<file path="src/rtl/flex_stp_word_rx.sv">
// Parametrised serial-to-parallel receiver: shift register with bit counter,
// one-entry word buffer with valid/ready handshake and a sticky overrun flag.
module flex_stp_word_rx #(
  parameter int   NUM_BITS  = 4,
  parameter bit   SHIFT_MSB = 1'b0,
  parameter logic IDLE_BIT  = 1'b1
) (
  input  logic                          clk,
  input  logic                          rst,
  input  logic                          serial_in,
  input  logic                          shift_enable,
  input  logic                          clear,
  output logic [NUM_BITS-1:0]           parallel_out,
  output logic [$clog2(NUM_BITS+1)-1:0] bit_count,
  output logic [NUM_BITS-1:0]           word_data,
  output logic                          word_valid,
  input  logic                          word_ready,
  output logic                          overrun
);

  localparam int CW = $clog2(NUM_BITS+1);
  localparam logic [NUM_BITS-1:0] IDLE_WORD = {NUM_BITS{IDLE_BIT}};
  localparam logic [CW-1:0] LAST_BIT = CW'(NUM_BITS - 1);

  typedef enum logic {EMPTY, FULL} buf_state_e;

  buf_state_e          state, state_next;
  logic [NUM_BITS-1:0] sr_next;
  logic [CW-1:0]       count_next;
  logic                complete;
  logic                overrun_next;

  // Shift path: the completed word is the post-shift value, so capture
  // uses sr_next rather than the registered contents.
  always_comb begin
    // NOTE: every always_comb output gets a default first so no path leaves
    // it unassigned, which would otherwise infer a latch.
    sr_next    = parallel_out;
    count_next = bit_count;
    complete   = 1'b0;
    if (clear) begin
      sr_next    = IDLE_WORD;
      count_next = '0;
    end else if (shift_enable) begin
      if (SHIFT_MSB) sr_next = {parallel_out[NUM_BITS-2:0], serial_in};
      else           sr_next = {serial_in, parallel_out[NUM_BITS-1:1]};
      if (bit_count == LAST_BIT) begin
        count_next = '0;
        complete   = 1'b1;
      end else begin
        count_next = bit_count + 1'b1;
      end
    end
  end

  always_comb begin
    state_next   = state;
    overrun_next = overrun;
    case (state)
      EMPTY: if (complete) state_next = FULL;
      FULL:  if (word_ready && !complete) state_next = EMPTY;
      default: state_next = EMPTY;
    endcase
    // A refill racing an accept is not an overrun; only an unconsumed word lost counts.
    if (clear)                                           overrun_next = 1'b0;
    else if (complete && state == FULL && !word_ready)   overrun_next = 1'b1;
  end

  always_ff @(posedge clk or posedge rst) begin
    // NOTE: sequential state uses non-blocking assignments so every flop
    // samples pre-edge values regardless of statement order.
    if (rst) begin
      parallel_out <= IDLE_WORD;
      bit_count    <= '0;
      word_data    <= '0;
      state        <= EMPTY;
      overrun      <= 1'b0;
    end else begin
      parallel_out <= sr_next;
      bit_count    <= count_next;
      state        <= state_next;
      overrun      <= overrun_next;
      if (complete) word_data <= sr_next;
    end
  end

  assign word_valid = (state == FULL);

endmodule

</file>
<file path="config.mk">
export PLATFORM = sky130hd
export DESIGN_NAME = flex_stp_word_rx
export DESIGN_NICKNAME = d
export VERILOG_FILES = /design/src/rtl/flex_stp_word_rx.sv
export SDC_FILE = /design/constraint.sdc
export NUM_CORES = 1
export LEC_CHECK = 0
export CAP_MARGIN = 20
export CELL_PAD_IN_SITES_DETAIL_PLACEMENT = 0
export CELL_PAD_IN_SITES_GLOBAL_PLACEMENT = 2
export CORE_MARGIN = 2
export CORE_UTILIZATION = 24
export DETAILED_ROUTE_END_ITERATION = 7
export GPL_ROUTABILITY_DRIVEN = 1
export PLACE_DENSITY_LB_ADDON = 0.1
export SKIP_LAST_GASP = 1
export SLEW_MARGIN = 20
export SYNTH_ARGS = -nofsm -noshare
export SYNTH_HDL_FRONTEND = slang
export SYNTH_SLANG_ARGS = --single-unit
export TNS_END_PERCENT = 50
</file>
<file path="constraint.sdc">
create_clock -name clk -period 1.3 [get_ports clk]
set_input_delay 0.13 -clock clk [delete_from_list [all_inputs] [get_ports clk]]
set_output_delay 0.13 -clock clk [all_outputs]
set_load 0.01 [all_outputs]
</file>
# Word-level counts from Yosys, hierarchy flattened
# Index checks and enable logic that the tools add are counted.
totals:
  register_bits: 13
  in_bits: 6
  out_inout_bits: 13
  elab_cells: 28
op_classes:
  add_sub_neg: 1
  eq_ne: 1
  muxes: 13
  n_bitwise: 1
  reduce_logical: 7
ops:
  columns: ["cell", "count"]
  rows:
  - ["$mux 3", 3]
  - ["$mux 4", 2]
  - ["$mux 1", 7]
  - ["$reduce_bool 2->1", 2]
  - ["$add 3x1->3 const B", 1]
  - ["$eq 3x2->1 const B", 1]
  - ["$logic_and 1x1->1", 3]
  - ["$logic_not 1->1", 2]
  - ["$pmux 1 s2", 1]
  - ["$not 1->1", 1]

# Longest topological paths before layout
depth:
  word_depth: 8
  ltp_mapped: 5
  ltp_nobuf: 4

# Least setup slack after synthesis
# OpenSTA, ideal clock, no wires.
synth_timing:
  path_type: "reg-to-reg"
  from: "register bit_count[0]"
  to: "register word_data[0]"
  setup_time_ns: 0.125
  t_arrival_ns: 1.326
  required_ns: 1.175
  slack_ns: -0.151
  stages_incl_launch_ff: 5
  n_path_buf: 1
  period_less_slack_ns: 1.451
  cell_sequence: "dfrtp_1 > ha_1 > nor4bb_4 > buf_6 > mux2_4"
synth_via:
  elab_chain_len: 4
synth_lines:
  columns: ["element", "line", "text"]
  rows:
  - ["start: declaration", "14", "output logic [$clog2(NUM_BITS+1)-1:0] bit_count,"]
  - ["start signal: assignment", "80", "bit_count <= count_next;"]
  - ["$eq 3x2->1", "47", "if (bit_count == LAST_BIT) begin"]
  - ["$mux 1", "47", null]
  - ["$mux 1", "44", "end else if (shift_enable) begin"]
  - ["$mux 1", "41", "if (clear) begin"]
  - ["end signal: assignment", "83", "if (complete) word_data <= sr_next;"]
  - ["end: declaration", "15", "output logic [NUM_BITS-1:0] word_data,"]
# No other way between the ends.
# A chain may end at the register's enable or synchronous reset.

# Worst setup path in the final report
layout_timing:
  from: "register word_data[3]"
  to: "output word_data[3]"
# No word-level cell between the ends.

==> results.cfg <==
[floorplan]
rows = 17
start_util_pct = 25.5
io_pins = 19
die_h_um = 52.7
core_um2 = 2230
dieArea_um2 = 2780
die_x_um = 52.7

[detailed_routing]
vias_per_cell = 4.21
ant_nets = 0
drc = 0
via_count = 429
dr.pass1.iters = 3
wl_per_cell_um = 12.6
drt_iter0_markers = 5
drt-total-wl_um = 1280

[pwr]
p_int_uw = 675
combPwrFrac_pct = 21.2
power.switching_uw = 228
ir_worst_vdd_v = 0.000571
p_leak_nw = 0.473
power.density_nw_per_um2 = 1050
switching_share_pct = 25.3
pwr-share-clk_pct = 27.3
finalPower_uw = 903
seq_power_share_pct = 51.5

[place]
dpl.hpwl_um = 965
dp.cells = 98
port_buffers = 18
finalWeightedCongestion = 0.688

[clocking]
cts_tree = done
cts.sinks = 13
post-cts-setup-buffers = 0
clock_path_buffers = 2
cts_root_buf = clkbuf_4
path_clk_slew_ns = 0.08
worstSkewPairLatency_ns = 0.27
h-tree-depth = 1
cts_buffers = 3

[yosys]
synth_commonest_cells = 9 x dfrtp_1, 5 x a21oi_1
async_reset_ff_share_pct = 100
syn_nets = 53
ys_seq_area_share_pct = 58.0
synth_edf_count = 0
synth_warnings = 0
syn_area_um2 = 569
synthFlopType = dfrtp_1
synth_area_leaders = dfrtp_1 40%, dfstp_2 18%, mux2i_1 7.0%
postSynthCellCount = 46
syn-mean-instance-area_um2 = 12.4
ys_ff_latch = 13
synth.most_common_cell = dfrtp_1
synth_top_area_cell = dfrtp_1
synthDistinctLibCells = 17
synth_top_area_share_pct = 39.6

[sta]
rsz0062_at_grt = yes
clock_skew_ns = 0.00680
finalCritPeriodShare_pct = 99.3
drv_slew = 0
fin_crit_ns = 1.29
hold_violations = 0
setup_viol = 0
relSlewSlack_pct = 81.0
tightestPinTransition_ns = 0.284
clock.fmax_mhz = 775

[finish]
num_antenna_cells = 0
final_cells = 102
syn_to_final_growth_pct = 51.2
finalNetCount = 82
drive_gt1_share_pct = 27.0

[worst_setup_path]
r2r-start = bit_count[1]
reg2reg_depth = 3
worst_path_largest_cell_delay_ns = 0.54
crit_type = flop to primary output
r2r_end = word_data[0]
required_ns = 1.17
startpoint_type = flop
r2r_setup_slack_ns = 0.03
cp_num_buf_inv = 1
crit_path_end_kind = primary output
cp_data_arrival_time_ns = 1.16
cp_max_fo = 2
critical-path-top-delay-family = buffers and inverters
slowest_stage = clkdlybuf4s50_1
crit_chain = clkdlybuf4s50_1

[global_route]
antenna_found_initial = 0
grt_pass1_wl_um = 2350
grt_max_degree = 14
track_usage_pct = 11.7
grt_pass1_vias = 474
grt_overflow = 0

[min_path]
hp-class = input pin to async pin

[flow_run]
cap_viol_max_count = 0

[outcome]
status = finished, final reports clean
## through the flow
step	cell area, µm²	util [%]	setup WS, ns	hold slack [ns]	setup TNS, ns
floorplan	572	-	-0.0662	0.00410	-0.0662
global placement	825	36.9	-0.129	0.443	-0.631
detailed placement	825	36.9	-0.129	0.440	-0.658
CTS	845	37.8	-0.0503	0.136	-0.156
global route	861	38.5	-0.0480	0.156	-0.156
finish	861	38.5	0.00953	0.133	0
## tightest hold or removal path: stages
cell and delay [ns]:
clkdlybuf4s50_1 0.39, inv_1 0.05, buf_4 0.20
## cells by family after synthesis
group           after synthesis  share of synthesized area [%]
simple gates                 13                           14.5
flops                        13                           58.0
compound gates                8                           9.01
buf+inv                       6                           6.59
mux                           5                           9.67
fa+ha+maj                     1                           2.20
## placed cells by master (no fill, tap or decap)
cell / netlist / final
a211oi_1: 1 / 1
a21o_1: 1 / 1
a21oi_1: 5 / 5
a32o_2: 1 / 1
buf_4: 0 / 7
buf_6: 2 / 1
clkbuf_1: 0 / 1
clkbuf_4: 0 / 3
clkdlybuf4s50_1: 0 / 7
dfrtp_1: 9 / 8
dfrtp_2: 0 / 1
dfstp_2: 4 / 4
dlygate4sd2_1: 0 / 6
dlymetal6s2s_1: 0 / 5
ha_2: 0 / 1
inv_1: 4 / 4
mux2_4: 1 / 1
mux2i_1: 4 / 4
nand2_1: 4 / 4
nand2b_1: 3 / 3
nand3_1: 1 / 1
nand3b_1: 1 / 1
nor2_1: 3 / 3
nor4bb_4: 1 / 1
## flip-flops by register name (all words and copies together) (netlist names)
signal        flops
bit_count         3
word_data         4
word_valid        1
overrun           1
parallel_out      4
## worst max path at each step
stage | start | to | cells after the start
2_1_floorplan | bit_count[0] | word_data[0] | 4
3_3_place_gp | shift_enable | word_data[0] | 3
3_5_place_dp | shift_enable | word_data[3] | 5
4_1_cts | word_valid | word_valid | 1
5_1_grt | word_data[3] | word_data[3] | 1
6_report | word_data[3] | word_data[3] | 1
## metal layers
metal	track usage (%)	part of all wire (%)	up-vias	wire length [µm]
li1	-	-	211	-
met2	17.7	45	15	573
met1	15.9	48	203	614
met5	0	0	-	0
met4	1.28	0	0	0
met3	5.14	7.4	0	95
## power groups by stage
stage          registers (mW)  clock network, mW  logic, mW
6_report                0.466              0.246      0.192
5_1_grt                 0.471              0.277      0.213
4_1_cts                 0.468              0.258      0.200
3_5_place_dp            0.474                  0      0.203
3_3_place_gp            0.476                  0      0.203
2_1_floorplan           0.490                  0     0.0654
## repair_timing
| action | in CTS | in global routing |
|---|---|---|
| cloned | 0 | 0 |
| gates resized for setup | 7 | 6 |
| hold buffers | 0 | 0 |
| endpoints found under the setup margin | 13 | 12 |
## cell type report
cell class	count	area [µm²]
Timing Repair Buffer	26	249
Fill cell	238	1370
Multi-Input combinational cell	27	204
Clock buffer	4	26.3
Inverter	4	15.0
Sequential cell	13	332
Tap cell	28	35.0
Power figures use the tool's default switching activity.
